<file path="src/rtl/round_sat_pipe.sv">
// Multi-channel pipelined round-and-saturate stage.
// S1 holds each channel's rounded value, S2 holds the clamped output and its flag.
// Valid/ready flow control with a combinational out_ready -> in_ready path,
// plus a sticky counter of saturating output beats.

module round_sat_lane #(
    parameter int Win    = 16,
    parameter int Nsat   = 1,
    parameter int Nround = 5,
    parameter bit SYM    = 1'b0
) (
    input  logic                        clk,
    input  logic                        rst_n,
    input  logic                        s1_en_i,
    input  logic                        s2_en_i,
    input  logic [1:0]                  mode_i,
    input  logic [Win-1:0]              x_i,
    output logic [Win-Nsat-Nround-1:0]  dout_o,
    output logic                        sat_o
);
    localparam int W1   = Win + 1;
    localparam int RW   = W1 - Nround;
    localparam int WOUT = Win - Nsat - Nround;
    localparam int MAXI = (1 << (WOUT - 1)) - 1;
    localparam int MINI = SYM ? -MAXI : -MAXI - 1;
    localparam logic signed [RW-1:0] MAXV = RW'(MAXI);
    localparam logic signed [RW-1:0] MINV = RW'(MINI);

    // One guard bit so the round-up carry of the largest positive input survives.
    logic [W1-1:0] x;
    assign x = {x_i[Win-1], x_i};

    logic [RW-1:0] y_d, y_q;

    generate
        if (Nround == 0) begin : g_pass
            // Nothing to drop: every mode is a pass-through.
            assign y_d = x;
        end else begin : g_rnd
            localparam logic [Nround-1:0] H = Nround'(2 ** (Nround - 1));
            logic [Nround-1:0] f;
            logic              ge_h, gt_h, inc;

            // Floor of x plus a one-LSB increment chosen by the rounding mode.
            always_comb begin
                f    = x[Nround-1:0];
                ge_h = (f >= H);
                gt_h = (f > H);
                inc  = 1'b0;
                unique case (mode_i)
                    2'd0:    inc = 1'b0;
                    2'd1:    inc = ge_h;
                    2'd2:    inc = gt_h || ((f == H) && x[Nround]);
                    default: inc = x[W1-1] ? gt_h : ge_h;
                endcase
                y_d = x[W1-1:Nround] + RW'(inc);
            end
        end
    endgenerate

    // S1: rounded value, loaded on acceptance of an input beat.
    always_ff @(posedge clk or negedge rst_n) begin
        if (!rst_n)       y_q <= '0;
        else if (s1_en_i) y_q <= y_d;
    end

    logic signed [RW-1:0] ys;
    logic                 hi, lo;
    logic [WOUT-1:0]      dout_d;
    assign ys = y_q;

    // Clamp to the output range and flag the channel when clamping happened.
    always_comb begin
        hi = (ys > MAXV);
        lo = (ys < MINV);
        if (hi)      dout_d = WOUT'(MAXI);
        else if (lo) dout_d = WOUT'(MINI);
        else         dout_d = y_q[WOUT-1:0];
    end

    logic [WOUT-1:0] dout_q;
    logic            sat_q;

    // S2: saturated output, held while the consumer stalls.
    always_ff @(posedge clk or negedge rst_n) begin
        if (!rst_n) begin
            dout_q <= '0;
            sat_q  <= 1'b0;
        end else if (s2_en_i) begin
            dout_q <= dout_d;
            sat_q  <= hi || lo;
        end
    end

    assign dout_o = dout_q;
    assign sat_o  = sat_q;
endmodule

module round_sat_pipe #(
    parameter int Win    = 16,
    parameter int Nsat   = 1,
    parameter int Nround = 5,
    parameter int NCH    = 2,
    parameter bit SYM    = 1'b0,
    parameter int CNTW   = 16
) (
    input  logic                               clk,
    input  logic                               reset_n,
    input  logic [1:0]                         mode,
    input  logic                               in_valid,
    output logic                               in_ready,
    input  logic [NCH*Win-1:0]                 din,
    output logic                               out_valid,
    input  logic                               out_ready,
    output logic [NCH*(Win-Nsat-Nround)-1:0]   dout,
    output logic [NCH-1:0]                     sat_flags,
    input  logic                               sat_clr,
    output logic [CNTW-1:0]                    sat_cnt
);
    localparam int WOUT = Win - Nsat - Nround;

    logic [NCH-1:0][Win-1:0]  din_a;
    logic [NCH-1:0][WOUT-1:0] dout_a;
    assign din_a = din;
    assign dout  = dout_a;

    logic s1_vld_q, s1_vld_d, out_vld_q, out_vld_d;
    logic s1_load, s2_load, accept;

    // Stage enables: each stage advances when it is empty or its successor advances.
    always_comb begin
        s2_load   = !out_vld_q || out_ready;
        s1_load   = !s1_vld_q || s2_load;
        in_ready  = reset_n && s1_load;
        accept    = in_valid && in_ready;
        s1_vld_d  = s1_load ? accept : s1_vld_q;
        out_vld_d = s2_load ? s1_vld_q : out_vld_q;
    end

    // Valid bits for both stages; reset empties the pipe.
    always_ff @(posedge clk or negedge reset_n) begin
        if (!reset_n) begin
            s1_vld_q  <= 1'b0;
            out_vld_q <= 1'b0;
        end else begin
            s1_vld_q  <= s1_vld_d;
            out_vld_q <= out_vld_d;
        end
    end

    generate
        for (genvar g = 0; g < NCH; g++) begin : g_lane
            round_sat_lane #(
                .Win(Win), .Nsat(Nsat), .Nround(Nround), .SYM(SYM)
            ) u_lane (
                .clk     (clk),
                .rst_n   (reset_n),
                .s1_en_i (accept),
                .s2_en_i (s2_load && s1_vld_q),
                .mode_i  (mode),
                .x_i     (din_a[g]),
                .dout_o  (dout_a[g]),
                .sat_o   (sat_flags[g])
            );
        end
    endgenerate

    logic            fire;
    logic [CNTW-1:0] sat_cnt_d, sat_cnt_q;

    // Count transferred beats with any clamped channel; clear wins but keeps a same-cycle event.
    always_comb begin
        fire = out_vld_q && out_ready && (|sat_flags);
        if (sat_clr)                   sat_cnt_d = CNTW'(fire);
        else if (fire && !(&sat_cnt_q)) sat_cnt_d = sat_cnt_q + 1'b1;
        else                           sat_cnt_d = sat_cnt_q;
    end

    // Saturation event counter register.
    always_ff @(posedge clk or negedge reset_n) begin
        if (!reset_n) sat_cnt_q <= '0;
        else          sat_cnt_q <= sat_cnt_d;
    end

    assign out_valid = out_vld_q;
    assign sat_cnt   = sat_cnt_q;
endmodule
</file>
<file path="config.mk">
export PLATFORM = sky130hd
export DESIGN_NAME = round_sat_pipe
export DESIGN_NICKNAME = d
export VERILOG_FILES = /design/src/rtl/round_sat_pipe.sv
export SDC_FILE = /design/constraint.sdc
export NUM_CORES = 1
export LEC_CHECK = 0
export CAP_MARGIN = 10
export CORE_ASPECT_RATIO = 0.9
export CORE_UTILIZATION = 47
export DETAILED_ROUTE_END_ITERATION = 16
export PLACE_DENSITY = 0.75
export SLEW_MARGIN = 20
export SYNTH_ARGS = -nofsm -noshare
export SYNTH_HDL_FRONTEND = slang
export SYNTH_SLANG_ARGS = --single-unit
</file>
<file path="constraint.sdc">
create_clock -name clk -period 2.6 [get_ports clk]
set_input_delay 0.52 -clock clk [delete_from_list [all_inputs] [get_ports clk]]
set_output_delay 0.52 -clock clk [all_outputs]
set_load 0.02 [all_outputs]
</file>
==> results of run 1 <==
==> state kept, by name (all words and copies together) (netlist names) <==
name	cells
g_lane.u_lane.sat_o	2
g_lane.u_lane.dout_o	20
out_valid	1
sat_cnt	16
g_lane.u_lane.y_q	24
s1_vld_q	1
==> per-layer routing <==
layer / wire length, microns / part of all wire, % / global-route usage [%] / up-vias
met2: 3450 / 46 / 33.8 / 99
met3: 423 / 5.6 / 4.28 / 9
met4: 92 / 1.2 / 9.93 / 0
met5: 0 / 0 / 0 / -
li1: - / - / - / 1592
met1: 3530 / 47 / 29.2 / 1412
==> area by class of cell <==
cell class | count | share of cell area [%]
sequential | 64 | 35.3
tap | 93 | 2.57
timing repair buffer | 86 | 18.7
clock buffer | 10 | 2.82
clock inverter | 6 | 1.33
inverter | 8 | 0.663
multi-input combinational | 324 | 38.6
==> per-stage QoR <==
step	total power [uW]	cell area, sq um	setup TNS [ps]	hold WS, ps	utilization (%)
final	2950	4530	0	379	63.4
after CTS	2990	4530	0	416	63.4
after global routing	3140	4530	0	451	63.4
after detailed placement	2160	4340	-599	469	60.8
after floorplan	1770	3500	0	224	-
after global placement	2140	4340	-158	464	60.8
==> cells in the mapped netlist, types with 3 or more instances <==
| library cell | n | area (sq um) |
|---|---|---|
| nand2_1 | 70 | 263 |
| nor2_1 | 66 | 248 |
| dfrtp_1 | 64 | 1600 |
| o21ai_0 | 47 | 235 |
| a21oi_1 | 25 | 125 |
| clkbuf_1 | 22 | 82.6 |
| nand3_1 | 15 | 75.1 |
| xnor2_1 | 15 | 131 |
| nor3_1 | 13 | 65.1 |
| inv_1 | 8 | 30.0 |
| nand4_1 | 7 | 43.8 |
| ha_1 | 5 | 62.6 |
| nor2b_1 | 5 | 31.3 |
| or4_1 | 5 | 37.5 |
| mux2_1 | 4 | 45.0 |
| mux2_2 | 4 | 45.0 |
| or3_1 | 4 | 25.0 |
| nor3b_1 | 3 | 22.5 |
| o31ai_1 | 3 | 22.5 |
| o41ai_1 | 3 | 26.3 |
| xor2_1 | 3 | 26.3 |
==> layout by cell type (no fill, tap or decap), types with 3 or more instances in the layout <==
master            n
nor2_1           66
clkdlybuf4s50_1  77
nand2_1          70
buf_4             7
nor2b_1           4
inv_1             8
nor3b_1           3
clkinv_2          3
xor2_1            3
ha_1              5
o41ai_1           3
or4_1             5
xnor2_1          15
mux2_2            4
nor3_1           13
a21oi_1          25
or3_1             4
nand3_1          15
dfrtp_1          64
nand4_1           7
o31ai_1           3
o21ai_0          47
mux2_1            4
clkbuf_8          9
==> worst register-to-register path, delay by kind of cell, from the launching register on <==
family	cells	cell delay, ps
simple gates	2	550
flops	1	400
mux	1	350
compound gates	1	310
fa+ha+maj	1	230
==> power breakdown <==
group	switching [uW]	internal (uW)	total [uW]
sequential	174	1160	1340
clock	379	437	817
combinational	399	396	795
total	952	2000	2950
==> logic make-up after synthesis <==
| family | after synthesis | synth area share [%] |
|---|---|---|
| AO/OA/AOI/OAI | 92 | 15.1 |
| AND/OR/NAND/NOR | 201 | 25.8 |
| adder cells (fa/ha/maj) | 5 | 1.79 |
| XOR/XNOR | 18 | 4.50 |
| flip-flops | 64 | 45.7 |
| buffers and inverters | 36 | 4.50 |
| multiplexers | 8 | 2.57 |
==> how the worst max path moves through the flow <==
| stage | to | slack [ps] | cells past startpoint |
|---|---|---|---|
| 6_report | in_ready | 160 | 4 |
| 5_1_grt | in_ready | 70 | 4 |
| 4_1_cts | in_ready | 140 | 4 |
| 3_5_place_dp | g_lane[0].u_lane.y_q[10]$_DFFE_PN0P_ | -150 | 10 |
| 3_3_place_gp | g_lane[0].u_lane.y_q[8]$_DFFE_PN0P_ | -60 | 10 |
| 2_1_floorplan | g_lane[0].u_lane.y_q[10]$_DFFE_PN0P_ | 380 | 9 |
==> flow_summary.ini, run 1 <==
[run_status]
status = finished, final reports clean

[sta]
post-route-period-util_pct = 94.0
setup_viol = 0
fin_ws_ps = 156
rsz0062_at_grt = no
fmax_mhz = 409
slew_viol_final = 0
clock_skew_ps = 8.57
fin_crit_ps = 2440
maxSlewHeadroom_pct = 47.7
worstMarginPinSlew_ps = 784
hold_viol = 0

[floorplan]
fp.dieW_microns = 93.0
row_count = 29
die_h_microns = 83.9
num_io_pins = 79
die_area_sq_um = 7810
initial_core_util_pct = 49.0
core-area_sq_um = 7150

[setup_path]
r2r-end = sat_cnt[12]$_DFFE_PN0P_
worstPathArrival_ps = 1920
rrSetupSlack_ps = 640
critPathTopFamily = buffers and inverters
cp_max_fo = 3
cpPeakStageDelay_ps = 600
slowest_stage = clkdlybuf4s50_1
crit_chain = clkdlybuf4s50_1, nand3b_1, and2_1, clkdlybuf4s50_1
crit_top_cell = clkdlybuf4s50_1
worstSetupPathType = input pin to primary output
critPathLaunch = out_ready
regToRegStartpoint = sat_cnt[0]$_DFFE_PN0P_
worstSetupEndpointType = primary output
cp.required_ps = 2080
startpoint_type = input pin
path_buf_inv = 2
rr_worst_depth = 5

[global_routing]
grt_pass1_wl_mm = 13.4
grt_overflow = 0
grt_pass1_vias = 2976
grt.total_usage_pct = 21.7
antenna_found_initial = 0
grt_max_degree = 65

[clocking]
postCtsHoldBufs = 0
cts_tree = yes
clkLatencyLatePin_ps = 340
cts_buffers = 9
cts_sinks = 64
clk_pin_slew_ps = 70
htreeDepth = 3
cts_resized = 0
cts_setup_buffers = 0
cts_root_buffer = clkbuf_8
cts_buffer_depth = 2

[layout]
nets = 537
multiInputGateArea_sq_um = 1750
regArea_sq_um = 1600
final_cell_count_no_fill = 591
syn2layout_area_growth_pct = 29.3
fillCellCount = 630
drive_above_1_share_pct = 6.63
antennaDiodeCount = 0

[placed_design]
dp.cells = 575
dp_slack_ps = -146
place_congestion = 0.880
dpl.hpwl_mm = 5.47
port_buffers = 78

[routing]
routed_via_density = 5.27
wl_mm = 7.49
dr.pass1.iters = 4
wl_per_cell_microns = 12.7
vias = 3112
ant_nets = 0
drtIter0Drc = 131
drc_errors = 0

[synthesis]
syn_area_sq_um = 3500
ys_seq_elements = 64
syn-num-nets = 468
syn_avg_cell_area_sq_um = 8.27
synthFlopType = dfrtp_1
synth_edf_count = 0
yosysWarnings = 0
yosysUniqueCellTypes = 43
ys_seq_area_share_pct = 45.7
synthCells = 424
ys_async_sr_fraction_pct = 100

[power_and_ir_drop]
ir_worst_vdd_v = 0.000313
leakage_uw = 0.00183
p_per_area_nw_per_um2 = 651

[flow_run]
cap_violations = 0

[worst_hold_path]
min_path_type = input pin to asynchronous set/reset pin
No activity file was read; power rests on OpenSTA's default activity.
==> inputs of run 2 (changes only) <==
--- a/config.mk
+++ b/config.mk
@@ -8,6 +8,7 @@
 export CAP_MARGIN = 10
 export CORE_ASPECT_RATIO = 0.9
 export CORE_UTILIZATION = 47
+export CTS_BUF_LIST = sky130_fd_sc_hd__clkbuf_8
 export DETAILED_ROUTE_END_ITERATION = 16
 export PLACE_DENSITY = 0.75
 export SLEW_MARGIN = 20
==> constraint.sdc (replaced) <==
create_clock -name clk -period 2.6 [get_ports clk]
set_input_delay 0.65 -clock clk [delete_from_list [all_inputs] [get_ports clk]]
set_output_delay 0.65 -clock clk [all_outputs]
set_load 0.01 [all_outputs]
==> run 2 against run 1 <==
Against the previous run: critical path depth is 6 higher; die area stayed put; register-to-register slack worse by 40 ps; non-clock buffer count is 4 higher; combinational power is 9.9% lower; total power is 3.0% higher; clock power is 20% higher; final cell count is 0.68% higher.
==> flow_summary.ini, run 2 (synthesis results as in run 1) <==
[run_status]
status = finished, final reports clean

[routing]
ant_nets = 0
vias = 3166
dr.pass1.iters = 4
wl_mm = 7.77
routed_via_density = 5.32
drtIter0Drc = 146
wl_per_cell_microns = 13.1
drc_errors = 0

[layout]
regArea_sq_um = 1600
design_area_sq_um = 4620
fillCellCount = 613
largest_reg_flops = 24
fin_util_pct = 64.6
syn2layout_area_growth_pct = 31.8
final_common_cell = clkdlybuf4s50_1
nets = 541
multiInputGateArea_sq_um = 1760
drive_above_1_share_pct = 7.97
top_register = g_lane.u_lane.y_q
antennaDiodeCount = 0
layout_common_cells = clkdlybuf4s50_1, nand2_1, nor2_1
final_cell_count_no_fill = 595

[floorplan]
die_area_sq_um = 7810
num_io_pins = 79
row_count = 29
core-area_sq_um = 7150
fp.dieW_microns = 93.0
initial_core_util_pct = 49.0
die_h_microns = 83.9

[flow_run]
cap_violations = 0

[setup_path]
critPathLaunch = din[0]
worstPathArrival_ps = 2670
worstSetupEndpointType = flop
cp.required_ps = 2810
cp_max_fo = 4
startpoint_type = input pin
regToRegStartpoint = sat_cnt[0]$_DFFE_PN0P_
worstSetupPathType = input pin to flop

[placed_design]
place_congestion = 0.913
placed_cell_area_sq_um = 4370
dpl.hpwl_mm = 5.49
dp.cells = 579
dp_slack_ps = -281
port_buffers = 78

[clocking]
htreeDepth = 3
clkLatencyLatePin_ps = 340
postCtsHoldBufs = 0
cts_setup_buffers = 0
cts_sinks = 64
cts_root_buffer = clkbuf_8
cts_buffers = 9
cts_buffer_depth = 2
clk_pin_slew_ps = 70
cts_tree = yes

[global_routing]
grt_max_degree = 65
antenna_found_initial = 0
grt_pass1_wl_mm = 13.3
grt.total_usage_pct = 21.5
grt_pass1_vias = 2897
grt_overflow = 0

[sta]
tns_ps = 0
fin_crit_ps = 2460
maxSlewHeadroom_pct = 45.9
hold_viol = 0
rsz0062_at_grt = no
post-route-period-util_pct = 94.5
setup_viol = 0
clock_skew_ps = 7.91
fin_ws_ps = 143
slew_viol_final = 0
fmax_mhz = 407
worstMarginPinSlew_ps = 811

[worst_hold_path]
min_path_type = flop to flop
hp-start = g_lane[1].u_lane.dout_o[4]$_DFFE_PN0P_

[power_and_ir_drop]
ir_worst_vdd_v = 0.000317
p_per_area_nw_per_um2 = 658
leakage_uw = 0.00188
## run 2: cell type report
type,count,share of cell area [%]
multi-input combinational,324,38.2
sequential,64,34.7
timing repair buffer,90,19.0
clock buffer,12,3.57
tap,93,2.52
clock inverter,4,1.46
inverter,8,0.650
## run 2: final timing paths
path                                                     endpoint  slack, ps  cells past startpoint
setup / recovery             g_lane[0].u_lane.y_q[10]$_DFFE_PN0P_        140                     10
hold / removal             g_lane[1].u_lane.dout_o[4]$_DFFE_PN0P_        480                      2
setup reg to reg                          sat_cnt[10]$_DFFE_PN0P_        600                      6
hold reg to reg            g_lane[1].u_lane.dout_o[4]$_DFFE_PN0P_        480                      2
max in group asynchronous     g_lane[0].u_lane.y_q[9]$_DFFE_PN0P_       1550                      2
min in group asynchronous                   out_valid$_DFFE_PN0P_        530                      2
## run 2: worst max-delay path, cell delays in order
cell and delay (ps):
clkdlybuf4s50_1 390, or4_1 540, o21ai_1 140, a21oi_1 80
ha_1 210, ha_2 190, nand3_2 110, nor3_1 70
xnor2_1 190, a21oi_1 90
## run 2: metrics by stage
stage,hold WS (ps),power (uW)
final,480,3040
after CTS,485,3060
after floorplan,354,1690
after detailed placement,470,2080
after global placement,465,2060
after global routing,512,3210
## run 2: layer usage
layer / vias up / part of all wire [%] / global-route usage, %
met5: - / 0 / 0
met4: 0 / 1.1 / 8.81
met3: 9 / 4.6 / 4.19
met2: 87 / 46 / 33.8
met1: 1461 / 48 / 29.1
li1: 1609 / - / -
## run 2: repair_timing
action,4_1_cts,5_1_grt
pin swaps,0,3
endpoints found under the setup margin,1,6
hold endpoints to repair,0,0
gates resized for setup,1,7
## run 2: where the power goes
group	internal [uW]	switching, uW
Clock	612	369
Sequential	1160	177
Combinational	398	318
==> inputs of run 3 (changes only) <==
--- a/config.mk
+++ b/config.mk
@@ -7,11 +7,12 @@
 export LEC_CHECK = 0
 export CAP_MARGIN = 10
 export CORE_ASPECT_RATIO = 0.9
-export CORE_UTILIZATION = 47
+export CORE_UTILIZATION = 52
 export CTS_BUF_LIST = sky130_fd_sc_hd__clkbuf_8
 export DETAILED_ROUTE_END_ITERATION = 16
-export PLACE_DENSITY = 0.75
+export PLACE_DENSITY = 0.82
 export SLEW_MARGIN = 20
 export SYNTH_ARGS = -nofsm -noshare
 export SYNTH_HDL_FRONTEND = slang
+export SYNTH_HIERARCHICAL = 1
 export SYNTH_SLANG_ARGS = --single-unit
==> run 3 against run 2 <==
Against the previous run: synthesized area rose by 0.71%; clock power fell by 11%; clock skew fell by 4.1 ps; routed wire length rose by 4.0%; non-clock buffer count rose by 9; register-to-register slack got worse by 40 ps; final cell count fell by 8.4%; core utilization rose by 7.1 points; synthesized cell count fell by 16%; fmax barely moved; via count fell by 1.4%; largest power group unchanged; highest routed layer unchanged.
==> flow_summary.ini, run 3 <==
[run_status]
status = finished, final reports clean

[flow_run]
cap_violations = 0

[layout]
fin_util_pct = 71.7
final_common_cell = clkdlybuf4s50_1
design_area_sq_um = 4700
layout_common_cells = clkdlybuf4s50_1, dfrtp_1, nor2_1
largest_reg_flops = 24
nets = 494
antennaDiodeCount = 0
syn2layout_area_growth_pct = 33.1
top_register = g_lane.u_lane/y_q
drive_above_1_share_pct = 16.7
fillCellCount = 499

[clocking]
htreeDepth = 3
postCtsHoldBufs = 0
cts_buffer_depth = 2
clkLatencyLatePin_ps = 340
cts_sinks = 64
clk_pin_slew_ps = 70
cts_root_buffer = clkbuf_8
cts_buffers = 9
cts_tree = yes

[floorplan]
core-area_sq_um = 6550
row_count = 28
initial_core_util_pct = 53.9
fp.dieW_microns = 88.8
die_h_microns = 80.2
die_area_sq_um = 7120
num_io_pins = 79

[global_routing]
antenna_found_initial = 0
grt_max_degree = 65
grt.total_usage_pct = 24.6
grt_pass1_wl_mm = 13.2
grt_pass1_vias = 2871
grt_overflow = 0

[power_and_ir_drop]
leakage_uw = 0.00184
p_total_uw = 3200
p_per_area_nw_per_um2 = 681
ir_worst_vdd_v = 0.000342

[setup_path]
worstPathArrival_ps = 1810
regToRegStartpoint = sat_cnt[0]$_DFFE_PN0P_
cp_max_fo = 3
worstSetupPathType = input pin to primary output
startpoint_type = input pin
rr_worst_depth = 6
critPathLaunch = out_ready
cp.required_ps = 1950
worstSetupEndpointType = primary output

[synthesis]
ys_seq_elements = 64
ys_seq_area_share_pct = 45.4
yosysUniqueCellTypes = 46
syn-num-nets = 402
synthFlopType = dfrtp_1
synth_area_leaders = dfrtp_1, mux2_2, a22oi_1, o21bai_1, nor2_1
synth_edf_count = 0
synthCells = 358
yosysMostFrequentCell = dfrtp_1
synth_top_area_share_pct = 45.4
synth_top_cells_by_count = dfrtp_1, nor2_1, nand2_1
ys_async_sr_fraction_pct = 100
syn_avg_cell_area_sq_um = 9.86
syn_area_sq_um = 3530
yosysWarnings = 6
yosysTopAreaCell = dfrtp_1

[routing]
drc_errors = 0
ant_nets = 0
dr.pass1.iters = 5
vias = 3123
drtIter0Drc = 149
wl_mm = 8.08
wl_per_cell_microns = 14.8
routed_via_density = 5.73

[sta]
hold_viol = 0
maxSlewHeadroom_pct = 47.5
fin_crit_ps = 2460
worstMarginPinSlew_ps = 788
rsz0062_at_grt = no
slew_viol_final = 0
post-route-period-util_pct = 94.5
setup_viol = 0
fmax_mhz = 407
tns_ps = 0
clock_skew_ps = 3.79

[placed_design]
placed_cell_area_sq_um = 4490
port_buffers = 78
place_congestion = 0.833
dpl.hpwl_mm = 5.79

[worst_hold_path]
min_path_type = input pin to asynchronous set/reset pin
## run 3: cell types whose count changed in the layout (fill, tap and decap cells not counted), moves of 4 or more
cell,before,now
a31oi_1,0,12
a22oi_1,0,18
or4_1,4,8
o21ai_0,44,16
nor2_1,66,32
mux2_2,4,24
nor3_1,13,0
mux2_1,4,0
a21oi_1,25,11
buf_4,11,20
or3_1,4,9
o21bai_1,1,18
o31ai_1,3,7
nand2_1,70,30
## run 3: final cells by class
cell class	count	area (sq um)	share of cell area, %
Timing Repair Buffer	99	945	20.1
Tap cell	90	113	2.40
Clock buffer	11	151	3.22
Sequential cell	64	1600	34.1
Inverter	13	48.8	1.04
Clock inverter	5	55.1	1.17
Multi-Input combinational cell	263	1790	38.0
## run 3: final timing paths
path	to	slack [ps]
max	in_ready	140
max reg2reg	sat_cnt[10]$_DFFE_PN0P_	560
max in group asynchronous	sat_cnt[12]$_DFFE_PN0P_	1590
min in group clk	g_lane[0].u_lane/dout_o[6]$_DFFE_PN0P_	510
min	g_lane[1].u_lane/dout_o[0]$_DFFE_PN0P_	490
min reg2reg	g_lane[0].u_lane/dout_o[6]$_DFFE_PN0P_	510
## run 3: logic make-up (layout without fill, tap and decap cells)
kind of cell | count (synthesis) | count (layout) | synth area share [%]
and+or+nand+nor | 119 | 119 | 17.6
AOI/OAI and AO/OA | 96 | 96 | 18.7
DFF | 64 | 64 | 45.4
buffers and inverters | 31 | 128 | 4.11
muxes | 25 | 25 | 7.94
xor gates and xnor gates | 18 | 18 | 4.47
adders and majority gates | 5 | 5 | 1.77
## run 3: through the flow
step	std cells	hold slack (ps)	worst slack, ps
floorplan	358	354	441
global placement	529	491	-126
finish	545	492	143
detailed placement	529	495	-169
CTS	545	511	127
global route	545	533	22.9
## run 3: power by group
part           switching [uW]  internal (uW)  total, uW
sequential                188           1210       1390
combinational             369            566        934
clock                     381            491        873
## run 3: metal layers
layer  vias to the layer above  GRT usage [%]  part of all wire [%]
met2                       107           39.7                    49
met1                      1496           32.5                    45
met4                         0           9.84                   1.1
met3                        11           4.83                   5.8
met5                         -              0                     0
li1                       1509              -                     -
## run 3: critical path, stage by stage
cell             delay [ps]
clkdlybuf4s50_1         450
nor2b_1                 190
a21boi_1                100
buf_4                   140
dlygate4sd2_1           280
## run 3: what timing repair did
| item | CTS | global route |
|---|---|---|
| gates resized for setup | 2 | 0 |
| hold endpoints to repair | 0 | 0 |
| buffers inserted | 0 | 0 |
| setup endpoints to repair | 1 | 0 |
